==> src/rtl/mmcm_drp_reconfig.sv <==
// mmcm_drp_reconfig: reprograms the integer divider of one MMCM output over DRP.
// Holds the MMCM in reset, read-modify-writes the two clock-output registers,
// releases reset and waits for LOCKED.
// Optional lock watchdog: define MMCM_DRP_LOCK_TIMEOUT_EN.
module mmcm_drp_reconfig #(
    parameter int unsigned DRDY_TIMEOUT = 255,
    parameter int unsigned LOCK_TIMEOUT = 65535
) (
    input  logic        CLKIN1,
    input  logic        RST_N,
    input  logic        START,
    input  logic [2:0]  OUT_SEL,
    input  logic [6:0]  DIVIDE,
    output logic        BUSY,
    output logic        DONE,
    output logic        ERR,
    output logic [6:0]  DADDR,
    output logic        DEN,
    output logic        DWE,
    output logic [15:0] DI,
    input  logic [15:0] DO,
    input  logic        DRDY,
    output logic        MMCM_RST,
    input  logic        LOCKED
);

    localparam int unsigned MAX_TO = (DRDY_TIMEOUT > LOCK_TIMEOUT) ? DRDY_TIMEOUT : LOCK_TIMEOUT;
    localparam int unsigned CW     = $clog2(MAX_TO + 1);

    typedef enum logic [3:0] {
        S_IDLE,
        S_ASSERT_RST,
        S_RD1,
        S_WAIT_RD1,
        S_WR1,
        S_WAIT_WR1,
        S_RD2,
        S_WAIT_RD2,
        S_WR2,
        S_WAIT_WR2,
        S_RELEASE,
        S_WAIT_LOCK
    } state_t;

    state_t          r_state;
    logic [2:0]      r_sel;
    logic [6:0]      r_div;
    logic [CW-1:0]   r_cnt;

    logic            w_legal;
    logic [6:0]      w_addr1;
    logic [6:0]      w_addr2;
    logic            w_div1;
    logic [5:0]      w_high;
    logic [5:0]      w_low;
    logic            w_edge;
    logic            w_nocount;
    logic            w_drdy_to;

    assign w_legal   = (OUT_SEL != 3'd7) && (DIVIDE != 7'd0) && (DIVIDE != 7'd127);

    // DIVIDE=1 is a bypassed counter: fixed 1/1 counts with NO_COUNT set.
    assign w_div1    = (r_div == 7'd1);
    assign w_high    = w_div1 ? 6'd1 : r_div[6:1];
    assign w_low     = w_div1 ? 6'd1 : r_div[6:1] + {5'd0, r_div[0]};
    assign w_edge    = w_div1 ? 1'b0 : r_div[0];
    assign w_nocount = w_div1;

    assign w_addr2   = w_addr1 + 7'd1;
    assign w_drdy_to = (r_cnt == CW'(DRDY_TIMEOUT - 1));

`ifdef MMCM_DRP_LOCK_TIMEOUT_EN
    logic w_lock_to;
    assign w_lock_to = (r_cnt == CW'(LOCK_TIMEOUT - 1));
`endif

    // Map the latched output select to its first (REG1) DRP address.
    always_comb begin
        w_addr1 = 7'h12;
        case (r_sel)
            3'd0:    w_addr1 = 7'h08;
            3'd1:    w_addr1 = 7'h0A;
            3'd2:    w_addr1 = 7'h0C;
            3'd3:    w_addr1 = 7'h0E;
            3'd4:    w_addr1 = 7'h10;
            3'd5:    w_addr1 = 7'h06;
            default: w_addr1 = 7'h12;
        endcase
    end

    // Reconfiguration sequencer with registered DRP, reset and status outputs.
    always_ff @(posedge CLKIN1 or negedge RST_N) begin
        if (!RST_N) begin
            r_state  <= S_IDLE;
            r_sel    <= '0;
            r_div    <= '0;
            r_cnt    <= '0;
            BUSY     <= 1'b0;
            DONE     <= 1'b0;
            ERR      <= 1'b0;
            DADDR    <= '0;
            DEN      <= 1'b0;
            DWE      <= 1'b0;
            DI       <= '0;
            MMCM_RST <= 1'b0;
        end else begin
            DEN  <= 1'b0;
            DWE  <= 1'b0;
            DONE <= 1'b0;
            ERR  <= 1'b0;
            case (r_state)
                S_IDLE: begin
                    r_cnt <= '0;
                    if (START) begin
                        if (w_legal) begin
                            r_sel    <= OUT_SEL;
                            r_div    <= DIVIDE;
                            BUSY     <= 1'b1;
                            MMCM_RST <= 1'b1;
                            r_state  <= S_ASSERT_RST;
                        end else begin
                            ERR <= 1'b1;
                        end
                    end
                end
                S_ASSERT_RST: begin
                    DEN     <= 1'b1;
                    DADDR   <= w_addr1;
                    r_state <= S_RD1;
                end
                S_RD1: begin
                    r_cnt   <= '0;
                    r_state <= S_WAIT_RD1;
                end
                S_WR1: begin
                    r_cnt   <= '0;
                    r_state <= S_WAIT_WR1;
                end
                S_RD2: begin
                    r_cnt   <= '0;
                    r_state <= S_WAIT_RD2;
                end
                S_WR2: begin
                    r_cnt   <= '0;
                    r_state <= S_WAIT_WR2;
                end
                // All four DRP waits share the DRDY watchdog; only the next access differs.
                S_WAIT_RD1, S_WAIT_WR1, S_WAIT_RD2, S_WAIT_WR2: begin
                    if (DRDY) begin
                        r_cnt <= '0;
                        case (r_state)
                            S_WAIT_RD1: begin
                                DEN     <= 1'b1;
                                DWE     <= 1'b1;
                                DADDR   <= w_addr1;
                                DI      <= (DO & 16'hF000) | {4'h0, w_high, w_low};
                                r_state <= S_WR1;
                            end
                            S_WAIT_WR1: begin
                                DEN     <= 1'b1;
                                DADDR   <= w_addr2;
                                r_state <= S_RD2;
                            end
                            S_WAIT_RD2: begin
                                DEN     <= 1'b1;
                                DWE     <= 1'b1;
                                DADDR   <= w_addr2;
                                DI      <= (DO & 16'hFF3F) | {8'h00, w_edge, w_nocount, 6'h00};
                                r_state <= S_WR2;
                            end
                            default: begin
                                MMCM_RST <= 1'b0;
                                r_state  <= S_RELEASE;
                            end
                        endcase
                    end else if (w_drdy_to) begin
                        r_cnt    <= '0;
                        ERR      <= 1'b1;
                        BUSY     <= 1'b0;
                        MMCM_RST <= 1'b0;
                        r_state  <= S_IDLE;
                    end else begin
                        r_cnt <= r_cnt + CW'(1);
                    end
                end
                S_RELEASE: begin
                    r_cnt   <= '0;
                    r_state <= S_WAIT_LOCK;
                end
                S_WAIT_LOCK: begin
                    if (LOCKED) begin
                        r_cnt   <= '0;
                        DONE    <= 1'b1;
                        BUSY    <= 1'b0;
                        r_state <= S_IDLE;
                    end
`ifdef MMCM_DRP_LOCK_TIMEOUT_EN
                    else if (w_lock_to) begin
                        r_cnt   <= '0;
                        ERR     <= 1'b1;
                        BUSY    <= 1'b0;
                        r_state <= S_IDLE;
                    end else begin
                        r_cnt <= r_cnt + CW'(1);
                    end
`endif
                end
                default: begin
                    r_cnt    <= '0;
                    BUSY     <= 1'b0;
                    MMCM_RST <= 1'b0;
                    r_state  <= S_IDLE;
                end
            endcase
        end
    end

endmodule

==> config.mk <==
export PLATFORM = sky130hd
export DESIGN_NAME = mmcm_drp_reconfig
export DESIGN_NICKNAME = d
export VERILOG_FILES = /design/src/rtl/mmcm_drp_reconfig.sv
export SDC_FILE = /design/constraint.sdc
export NUM_CORES = 1
export LEC_CHECK = 0
export BUFFER_PORTS_ARGS = -buffer_cell sky130_fd_sc_hd__buf_2
export CAP_MARGIN = 20
export CELL_PAD_IN_SITES_DETAIL_PLACEMENT = 1
export CELL_PAD_IN_SITES_GLOBAL_PLACEMENT = 1
export CORE_MARGIN = 1
export CORE_UTILIZATION = 39
export CTS_BUF_LIST = sky130_fd_sc_hd__clkbuf_8
export DETAILED_ROUTE_END_ITERATION = 12
export PLACE_DENSITY_LB_ADDON = 0.25
export SLEW_MARGIN = 25
export SYNTH_ARGS = -nofsm -noshare
export SYNTH_HDL_FRONTEND = slang
export SYNTH_SLANG_ARGS = --single-unit
==> constraint.sdc <==
create_clock -name CLKIN1 -period 2.2 [get_ports CLKIN1]
set_clock_uncertainty 0.2 [all_clocks]
set_input_delay 0.66 -clock CLKIN1 [delete_from_list [all_inputs] [get_ports CLKIN1]]
set_output_delay 0.66 -clock CLKIN1 [all_outputs]
set_load 0.05 [all_outputs]
# Yosys cells after proc, flatten, opt, wreduce, memory -nomap -nowiden
# Index checks and enable logic that the tools add are counted.
# word_totals
romBits,0
ram_bits,0
ff_bits,59
wordCells,110
inputBits,31
out_inout_bits,29
mem_count,0
latchBits,0
# op_classes
eq_ne,29
magnitude_cmp,0
muxes,41
multipliers,0
shifts,0
div_mod_pow,0
reduce_logical,20
bitwise,5
add_sub_neg,3
# op_table
op,n
$mux 16,3
$pmux 16 s3,1
$pmux 4 s9,1
$pmux 16 s2,1
$pmux 5 s6,1
$pmux 7 s2,2
$mux 4,5
$mux 1,19
$add 16x1->16 const B,1
$eq 16x8->1 const B,1
$eq 4x3->1 const B,4
$eq 4x4->1 const B,4
$or 16x12->16,1
$or 16x8->16,1
$mux 6,2
$ne 2x2->1 const B,6
$ne 3x3->1 const B,4
$pmux 4 s3,1
$reduce_and 3->1,3
$eq 4x2->1 const B,2
$add 7x1->7 const B,1
$eq 7x1->1 const B,1
$mux 7,1
$ne 7x7->1 const B,1
other kinds (23),31

# Logic depth before layout (Yosys ltp)
# Gate-level depths: netlist of the first run.
# logic_depth
ltp_word,6
ltp_mapped,7
mapped_depth_nobuf,6

# Least setup slack after synthesis of the first run
# No wires, ideal clock.
# synth_timing
path_type,input to register
start,input port DIVIDE[3]
end,register r_div[2]
n_path_buf,1
setup_ns,0.125
required_time_ns,1.875
slack_ns,-0.139
stages,5
t_arrival_ns,2.013
cell_sequence,or4_1 o41ai_2 nor3_2 buf_6 mux2_4
# synth_between
elab_chain_cells,4
elab_cells_between_ends,5
cone_classes,eq/ne: 1; reduce/logical: 4
# synth_lines
element,line_no,source
start: declaration,13,"input logic [6:0] DIVIDE,"
$reduce_bool 7->1,60,assign w_legal = (OUT_SEL != 3'd7) && (DIVIDE != 7'd0) && (DIVIDE != 7'd127);
$logic_and 1x1->1,60,
$logic_and 1x1->1 (*),60,
$reduce_and 3->1 (no line) (*),-,
end signal: assignment,96,r_div <= '0;
end signal: assignment,117,r_div <= DIVIDE;
end: declaration,47,logic [6:0] r_div;
# Mark *: on every way between the ends. The rest lies on a longest branch, timed or not.
# A chain may end at the register's enable or synchronous reset.

# Worst setup path after layout of the first run
# layout_timing
start,input port DIVIDE[3]
end,register r_sel[1]
# layout_between
elab_chain_cells,4
elab_cells_between_ends,5
cone_classes,eq/ne: 1; reduce/logical: 4
# layout_lines
element,line_no,source
$reduce_bool 7->1,60,
$logic_and 1x1->1,60,
$logic_and 1x1->1 (*),60,
$reduce_and 3->1 (no line) (*),-,
end signal: assignment,95,r_sel <= '0;
end signal: assignment,116,r_sel <= OUT_SEL;
end: declaration,46,logic [2:0] r_sel;
# Marks and branches as above.

==> run metrics, run 1 <==
ys async rst share 100.0%; layout cells sized above 1 33.50%; Synth Instances 315; Placer Congestion 0.7881; Nets 443; Max Slew Vio Count 0; Peak VDD IR 532.0 µV; Iteration-0 DRC Markers 119; IO Pins 60; mux contribution to synthesized area 6.100%; Post-DP HPWL 5568 µm; core box area 7370 µm²; largest stage delay on the critical path 0.56 ns; Slew headroom 59.52%; average size of a mapped cell 9.573 µm²; top cells by count, synth dfrtp_1 (57), nand2_1 (40), nor2_1 (23), o21ai_0 (22), inv_1 (15); register area share after synthesis 47.30%; Worst Path Class, Setup input pin to flop; Post-Route Utilization 54.47%; worst path arrival time 2.27 ns; Via density 5.499; Required @ worst endpoint 2.22 ns; DRC Markers 0; Crit path max-delay family simple AND/OR/NAND/NOR gates; dominant cells by area after synthesis dfrtp_1 (47%), nand2_1 (5.0%), mux2_4 (4.0%); Critical Path Source Type input pin; post-synthesis compound-gate area fraction 17.01%; total grt overflow 0; Yosys top cell area share 47.30%; Total GRT Usage 21.61%; CP Cell Sequence buf_8 > or4_4 > o41ai_4 > nor3_4 > buf_6 > mux2_4; Antenna Violating Nets Remaining 0; Die X-Extent 89.93 µm; Synth cell types 57; final worst slack -0.04479 ns; final worst path period need 2.245 ns; initial antenna violation count 0; Worst setup EP type flop; CTS Buf Count 9; dominant synthesized flop cell dfrtp_1; Die Ht 89.93 µm; Synth Area in XOR/XNOR 1.162%; period utilization 102.0%; Starting Density 40.92%; Hold WS 0.1157 ns; H-Tree Depth 3; first-pass GRT wire length 14,080 µm; FP Rows 31; Leak 1.885 nW; CTS tree built; Worst-Margin Slew 0.6046 ns; largest family of logic cells by synthesized area simple AND/OR/NAND/NOR gates; crit-path max FO 6; CTS Root Cell clkbuf_8; IO Port Bufs 55; violated checks negative setup slack; Ys Warns 0; first-pass detailed-route iteration total 5; routed len/inst 17.35 µm; maximum number of pins on one net before global-route repair 58; number of diodes 0; reported max-cap violation count 0; CTS Buffer Depth 2; # clock sinks 57; post-synthesis instance area 3015 µm²; Area growth syn-to-layout 33.11%; filler cell count 860; vias in the first global route 2,829; Buf/Inv on CP 2; most instantiated library cell after synthesis dfrtp_1; status complete, but fails checks; EDFF count, synth 0; largest area contributor in the netlist dfrtp_1; Clock Latency Late Sink 0.34 ns; count of final hold-check violations 0; slowest CP cell or4_4; Clock transition at path regs 0.07 ns; simple-gate portion of the synthesized area 20.91%; Peak Freq 445.5 MHz; cell area power density 1420 nW/µm²; Vias 2,810; hold-fix buffer count after cts 0; final WL 8867 µm; RSZ-0062 raised after global routing true; Hold Path Class input pin to asynchronous set/reset pin; Setup-failing EPs final 11; Die Area 8087 µm²; Yosys reg bits 57; Synth Area in Adders 2.407%
==> power breakdown <==
group,total (mW),switching [mW],internal [mW],leakage (nW)
sequential,1.71,0.302,1.41,0.720
combinational,2.85,1.81,1.04,1.05
clock,1.14,0.442,0.695,0.115
total,5.70,2.56,3.14,1.88
==> layout make-up <==
class                      instances  area, µm²  area share [%]
clock buffer                      11      151.4           3.772
tap                               99      123.9           3.086
multi-input combinational        225       1488           37.06
clock inverter                     5      77.57           1.933
timing repair buffer              99      688.2           17.14
sequential                        57       1429           35.60
inverter                          15      56.30           1.403
==> registers in the layout, indices dropped and copies added, names as in the netlist <==
| register | count |
|---|---|
| DI | 16 |
| BUSY | 1 |
| MMCM_RST | 1 |
| DADDR | 5 |
| DWE | 1 |
| ERR | 1 |
| r_sel | 3 |
| r_div | 7 |
| r_state | 4 |
| r_cnt | 16 |
| DEN | 1 |
| DONE | 1 |
==> path summary, 6_finish.rpt <==
| check | from | to | slack (ns) | depth (start not counted) |
|---|---|---|---|---|
| min in group CLKIN1 | DI[13] | DI[13] | 0.27 | 2 |
| worst min-delay path | RST_N | DADDR[4] | 0.12 | 2 |
| max in group asynchronous | RST_N | r_cnt[2] | 1.41 | 2 |
| worst max register to register | r_state[2] | r_cnt[15] | 0.03 | 7 |
| worst min register to register | DI[13] | DI[13] | 0.27 | 2 |
| worst max-delay path | DIVIDE[3] | r_sel[1] | -0.04 | 6 |
==> cell families (layout without fill, tap and decap cells) <==
family,Yosys count,count (layout)
AOI/OAI and AO/OA,77,77
xor gates and xnor gates,4,4
adders and majority gates,6,6
buffers and inverters,34,130
DFF,57,57
muxes,14,14
other,1,2
and+or+nand+nor,122,122
==> stage by stage <==
stage                     std cells  worst slack [ns]  TNS, ns  instance area [µm²]  power, mW
after global placement          487           -0.4225   -4.512                 3622      4.270
after detailed placement        487           -0.4747   -5.128                 3622      4.354
after CTS                       505          0.009790        0                 3872      5.517
after global routing            511          -0.08642  -0.8008                 4014      6.021
final                           511          -0.04479  -0.2683                 4014      5.699
after floorplan                 316          -0.09542  -0.7634                 3034      3.564
==> timing repair <==
item / in CTS / in global routing
setup endpoints to repair: 15 / 24
pin swaps: 1 / 4
cloned: 0 / 1
resized for setup: 1 / 20
setup buffers: 2 / 6
==> per-layer routing <==
metal,vias to the layer above,share of wire [%],GRT usage (%)
met5,-,0,0
met4,0,0.90,6.183
met3,9,3.6,4.315
met2,74,49,35.00
met1,1399,47,29.47
li1,1328,-,-
==> placed cells by master (no fill, tap or decap), drive strengths merged, types with 2 or more instances in the layout <==
cell type  count
and4           5
nand4          9
o21ai         22
a32oi          3
o31a           2
a31oi          8
dfrtp         57
nor4b          3
nor2          23
inv           15
o211ai         3
nand3         13
ha             5
conb           2
o31ai          5
a21oi         13
bufinv         2
o22a           2
a21o           2
or4            3
nor3           3
or3            4
and3           5
clkbuf        12
a221o          2
nor3b          2
clkinv         2
mux2i          3
nand2         40
nor4           2
and2           2
xnor2          3
a2bb2oi        2
buf           98
o2bb2ai        2
mux2          11
nand4b         2
o21a           2
(Power assumes the default switching activity.)
==> run 2, diff against run 1 <==
ABC_AREA = 1   (was unset)
CORE_UTILIZATION = 38   (was 39)
==> run 2 against run 1 <==
The run now ends clean. Critical endpoint is now DADDR[1]. Largest cell class unchanged. Sequential share of layout area is 2.1 points higher. Sequential power decreased by 3%. Die area grew 5.9%. Critical path type is now flop to flop. Count of clock-buffer cells in the layout unchanged.
==> run metrics, run 2 <==
status completed (was complete, but fails checks); final WL 8145 µm (was 8867 µm); Via density 5.038 (was 5.499); Peak Freq 508.2 MHz (was 445.5 MHz); commonest cells after routing, fill and taps aside nand2_1 (123), dfrtp_1 (57), buf_2 (55), nor2_1 (39) (was dfrtp_1 (55), buf_2 (52), nand2_1 (40), buf_4 (35), nor2_1 (23)); Worst-Margin Slew 0.6429 ns (was 0.6046 ns); Iteration-0 DRC Markers 92 (was 119); worst path arrival time 2.03 ns (was 2.27 ns); worst r2r dst DADDR[1] (was r_cnt[15]); IO Port Bufs 55 (unchanged); Antenna Violating Nets Remaining 0 (unchanged); total grt overflow 0 (unchanged); Vias 2,897 (was 2,810); register area share after synthesis 45.80% (was 47.30%); reg2reg start r_state[2] (unchanged); Ys Warns 0 (unchanged); period utilization 89.45% (was 102.0%); H-Tree Depth 3 (unchanged); Starting Density 39.89% (was 40.92%); Yosys reg bits 57 (unchanged); count of final hold-check violations 0 (unchanged); Worst Reg-to-Reg Cells 6 (was 7); FP Rows 32 (was 31); Placer Congestion 0.9317 (was 0.7881); first-pass detailed-route iteration total 4 (was 5); CTS Buffer Depth 2 (unchanged); DRC Markers 0 (unchanged); placed instance area 3526 µm² (was 3622 µm²); Area growth syn-to-layout 21.37% (was 33.11%); Clock transition at path regs 0.07 ns (about the same); largest area contributor in the netlist dfrtp_1 (unchanged); average size of a mapped cell 7.709 µm² (was 9.573 µm²); first-pass GRT wire length 13,950 µm (was 14,080 µm); layout cells sized above 1 22.83% (was 33.50%); Critical Path Source Type flop (was input pin); setup bufs post-CTS 0 (was 2); Crit. Startpoint r_state[2] (was DIVIDE[3]); most instantiated library cell after synthesis nand2_1 (was dfrtp_1); Synth Instances 404 (was 315); dominant cells by area after synthesis dfrtp_1 (46%), nand2_1 (15%), nand3_1 (5.5%) (was dfrtp_1 (47%), nand2_1 (5.0%), mux2_4 (4.0%)); reported max-cap violation count 0 (unchanged); maximum number of pins on one net before global-route repair 43 (was 58); Nets 504 (was 443); filler cell count 1,015 (was 860); Die Area 8562 µm² (was 8087 µm²); number of diodes 0 (unchanged); dominant synthesized flop cell dfrtp_1 (unchanged); final worst path period need 1.968 ns (was 2.245 ns); initial antenna violation count 0 (unchanged); top cells by count, synth nand2_1 (123), dfrtp_1 (57), nor2_1 (39), nand3_1 (34), inv_1 (33) (was dfrtp_1 (57), nand2_1 (40), nor2_1 (23), o21ai_0 (22), inv_1 (15)); Die X-Extent 92.53 µm (was 89.93 µm); Required @ worst endpoint 2.27 ns (was 2.22 ns); commonest non-fill, non-tap cell in the layout nand2_1 (was dfrtp_1); Worst setup EP type flop (unchanged); post-synthesis instance area 3114 µm² (was 3015 µm²); setup TNS 0 ns (was -0.2683 ns); CTS Buf Count 9 (unchanged); Yosys top cell area share 45.80% (was 47.30%); crit path to DADDR[1] (was r_sel[1]); Synth cell types 35 (was 57); Leak 1.892 nW (was 1.885 nW); Max Slew Vio Count 0 (unchanged); Top Registers DI: 16 flops, r_cnt: 16 flops, r_div: 7 flops (unchanged); EDFF count, synth 0 (unchanged); ys async rst share 100.0% (unchanged); Slew headroom 56.98% (was 59.52%); CTS tree built (unchanged); hold-fix buffer count after cts 0 (unchanged); Setup-failing EPs final 0 (was 11); Peak VDD IR 663.6 µV (was 532.0 µV); Post-DP HPWL 6032 µm (was 5568 µm); # clock sinks 57 (unchanged); crit-path max FO 11 (was 6); RSZ-0062 raised after global routing false (was true); CTS Root Cell clkbuf_8 (unchanged); fin area 3780 µm² (was 4014 µm²); Clock Latency Late Sink 0.34 ns (about the same); core box area 7807 µm² (was 7370 µm²); Die Ht 92.53 µm (was 89.93 µm); Worst Path Class, Setup flop to flop (was input pin to flop); vias in the first global route 2,980 (was 2,829); reg2reg setup slack 0.23 ns (was 0.03 ns); IO Pins 60 (unchanged); routed len/inst 14.17 µm (was 17.35 µm); Total GRT Usage 20.89% (was 21.61%); cts repair resizes 0 (was 1); cell area power density 1406 nW/µm² (was 1420 nW/µm²); Hold Path Class input pin to asynchronous set/reset pin (unchanged)
-- run 2: stage by stage --
stage,hold WS [ns],util (%),setup WS [ns],power [mW],std cells
CTS,0.03959,48.41,0.2048,5.370,575
floorplan,0.1644,-,0.3295,3.443,405
global placement,0.2497,45.16,0.2905,3.990,559
global route,0.05984,48.41,0.01079,5.687,575
finish,0.04311,48.41,0.2321,5.315,575
detailed placement,0.2552,45.16,0.1984,4.064,559
-- run 2: layout make-up --
class	count	area, µm²	share of cell area, %
inverters	42	157.7	4.171
repair buffers	61	332.8	8.805
well taps	102	127.6	3.376
clock inverters	5	102.6	2.714
multi-input cells	297	1481	39.19
clock buffers	11	151.4	4.005
flip-flops and latches	57	1426	37.74
-- run 2: routing by layer --
metal  wire length (µm)  share of wire (%)  up-vias  GRT usage, %
li1                   -                  -     1427             -
met5                  0                  0        -             0
met2               3942                 48       53         33.52
met4                 90                1.1        0         7.813
met1               3796                 47     1408         27.47
met3                316                3.9        9         4.680
-- run 2: critical path: stages, from the launching register on --
cell     delay (ns)
dfrtp_1        0.57
nor2_2         0.12
nand2_1        0.18
a21oi_1        0.10
nor2_1         0.51
nand2_1        0.11
o21ai_1        0.10
-- run 2: worst min path at each step --
stage	from	endpoint	slack, ns
5_1_grt	RST_N	ERR	0.06
6_report	RST_N	r_state[0]	0.04
3_3_place_gp	DI[13]	DI[13]	0.25
2_1_floorplan	RST_N	BUSY	0.16
4_1_cts	RST_N	ERR	0.04
3_5_place_dp	DI[13]	DI[13]	0.26
-- run 2: cells by family (layout without fill, tap and decap cells) --
logic type	after synthesis	count (layout)	share of synthesized area [%]
AO/OA/AOI/OAI	50	50	9.482
XOR/XNOR	4	4	1.125
adder cells (fa/ha/maj)	5	5	2.009
buffers and inverters	51	119	6.750
flip-flops	57	57	45.80
other	1	2	0.1204
AND/OR/NAND/NOR	236	236	34.71
-- run 2: where the power goes --
group	switching [mW]	total, mW	internal [mW]
Clock	0.453	1.27	0.813
Combinational	1.74	2.39	0.650
Sequential	0.288	1.66	1.38
==> run 3, diff against run 2 <==
CORE_ASPECT_RATIO = 1.1   (was unset)
RECOVER_POWER = 50   (was unset)
==> run 3 against run 2 <==
Non-clock buffer count increased by 1. Combinational power shrank 3%. Power decreased by 5.2%. Worst setup slack got worse by 0.019 ns. Clock power fell by 17%. Register-to-register slack worse by 0.02 ns. Count of clock-buffer cells in the layout decreased by 2. Critical endpoint is now r_cnt[6]. Die area about the same. Routed wire length down 2.9%. Via count is 0.76% lower. Fmax down 0.93%. Sequential power barely moved. Highest routed layer unchanged.
==> run metrics, run 3 (synthesis gave the netlist of run 2 again) <==
Starting Density 39.36% (was 39.89%); clock share of power 20.8% (was 23.8%); period utilization 90.29% (was 89.45%); Die X-Extent 88.32 µm (was 92.53 µm); IO Port Bufs 55 (unchanged); Total GRT Usage 20.78% (was 20.89%); CTS Buf Count 9 (unchanged); Max Slew Vio Count 0 (unchanged); routed len/inst 13.59 µm (was 14.17 µm); IO Pins 60 (unchanged); Area growth syn-to-layout 18.92% (was 21.37%); Top Registers DI: 16 flops, r_cnt: 16 flops, r_div: 7 flops (unchanged); Slew headroom 4.912% (was 56.98%); Clock transition at path regs 0.07 ns (about the same); maximum number of pins on one net before global-route repair 58 (was 43); Worst setup EP type flop (unchanged); Antenna Violating Nets Remaining 0 (unchanged); final worst path period need 1.986 ns (was 1.968 ns); Vias 2,875 (was 2,897); reported max-cap violation count 0 (unchanged); first-pass GRT wire length 13,850 µm (was 13,950 µm); cts repair resizes 0 (unchanged); Leak 1.873 nW (was 1.892 nW); switching power total 2.405 mW (was 2.477 mW); Required @ worst endpoint 2.26 ns (was 2.27 ns); setup bufs post-CTS 0 (unchanged); hold-fix buffer count after cts 0 (unchanged); Clock Latency Late Sink 0.34 ns (about the same); Post-Route Utilization 46.81% (was 48.41%); initial antenna violation count 0 (unchanged); worst path arrival time 2.05 ns (was 2.03 ns); FP Rows 34 (was 32); count of final hold-check violations 0 (unchanged); Critical Path Source Type flop (unchanged); Internal Power 2.631 mW (was 2.838 mW); CTS Buffer Depth 2 (unchanged); commonest non-fill, non-tap cell in the layout nand2_1 (unchanged); core box area 7913 µm² (was 7807 µm²); final WL 7911 µm (was 8145 µm); Pwr Total 5.036 mW (was 5.315 mW); Peak VDD IR 785.5 µV (was 663.6 µV); CTS tree built (unchanged); status completed (unchanged); number of diodes 0 (unchanged); commonest cells after routing, fill and taps aside nand2_1 (125), dfrtp_1 (57), buf_2 (55), nor2_1 (40), inv_1 (39) (was nand2_1 (123), dfrtp_1 (57), buf_2 (55), nor2_1 (39)); Peak Freq 503.4 MHz (was 508.2 MHz); Hold Path Class flop to flop (was input pin to asynchronous set/reset pin); filler cell count 1,043 (was 1,015); sequential power share 33.1% (was 31.3%); layout cells sized above 1 20.89% (was 22.83%); H-Tree Depth 3 (unchanged); cell area power density 1360 nW/µm² (was 1406 nW/µm²); Worst-Margin Slew 1.426 ns (was 0.6429 ns); Iteration-0 DRC Markers 118 (was 92); Post-DP HPWL 5902 µm (was 6032 µm); Placer Congestion 0.8495 (was 0.9317); Worst Path Class, Setup flop to flop (unchanged); crit-path max FO 7 (was 11); Nets 505 (was 504); vias in the first global route 2,957 (was 2,980); Via density 4.940 (was 5.038); setup TNS 0 ns (unchanged); Setup-failing EPs final 0 (unchanged); DRC Markers 0 (unchanged); total grt overflow 0 (unchanged); Die Area 8562 µm² (about the same); switching share of total power 47.75% (was 46.60%); first-pass detailed-route iteration total 4 (unchanged); CTS Root Cell clkbuf_8 (unchanged); # clock sinks 57 (unchanged); Die Ht 96.95 µm (was 92.53 µm); combinational share of power 46.1% (was 44.9%); RSZ-0062 raised after global routing false (unchanged)
-- run 3: changes by cell type in the layout (fill, tap and decap cells not counted), moves of 2 or more --
cell,change
clkbuf_8,-2
inv_1,+5
inv_2,-2
nand2_1,+2
-- run 3: worst max-delay path: stages (launching register included) --
cell and delay (ns):
dfrtp_1 0.50, inv_2 0.11, nor2_4 0.15, nand3_1 0.11, nand2_1 0.27, inv_1 0.21
nand2_4 0.17, inv_2 0.08, nor2_1 0.11
-- run 3: area by class of cell --
class | count | area (µm²) | area share (%)
sequential | 57 | 1426 | 38.51
tap | 108 | 135.1 | 3.649
clock buffer | 9 | 123.9 | 3.345
multi-input combinational | 297 | 1459 | 39.39
timing repair buffer | 62 | 321.6 | 8.682
clock inverter | 7 | 80.08 | 2.162
inverter | 42 | 157.7 | 4.257
-- run 3: power groups by stage --
stage | Sequential [mW] | Clock [mW] | Combinational [mW]
floorplan | 2.29 | 0 | 1.16
global placement | 1.66 | 0 | 2.32
detailed placement | 1.68 | 0 | 2.39
CTS | 1.67 | 1.07 | 2.40
global route | 1.72 | 1.11 | 2.59
finish | 1.67 | 1.05 | 2.32
-- run 3: stage by stage --
| step | setup WS [ns] | instance area, µm² | hold WS (ns) | std cells |
|---|---|---|---|---|
| detailed placement | 0.1784 | 3541 | 0.2579 | 566 |
| finish | 0.2136 | 3704 | 0.2676 | 582 |
| global route | 0.06020 | 3704 | 0.3080 | 582 |
| floorplan | 0.3295 | 3118 | 0.1644 | 405 |
| global placement | 0.2476 | 3541 | 0.2492 | 566 |
| CTS | 0.2207 | 3745 | 0.1217 | 582 |
-- run 3: metal layers --
metal  share of wire [%]  track usage, %
met4                 1.2           6.079
met3                 3.4           4.863
met1                  45           25.89
met5                   0               0
met2                  50           35.21
-- run 3: worst paths after layout --
path | slack (ns) | to | from | cells after the start
max in group asynchronous | 0.39 | DI[12] | RST_N | 2
min in group asynchronous | 0.53 | r_cnt[10] | RST_N | 2
max | 0.21 | r_cnt[6] | r_state[3] | 8
min reg2reg | 0.27 | DI[13] | DI[13] | 2
max reg2reg | 0.21 | r_cnt[6] | r_state[3] | 8
min | 0.27 | DI[13] | DI[13] | 2
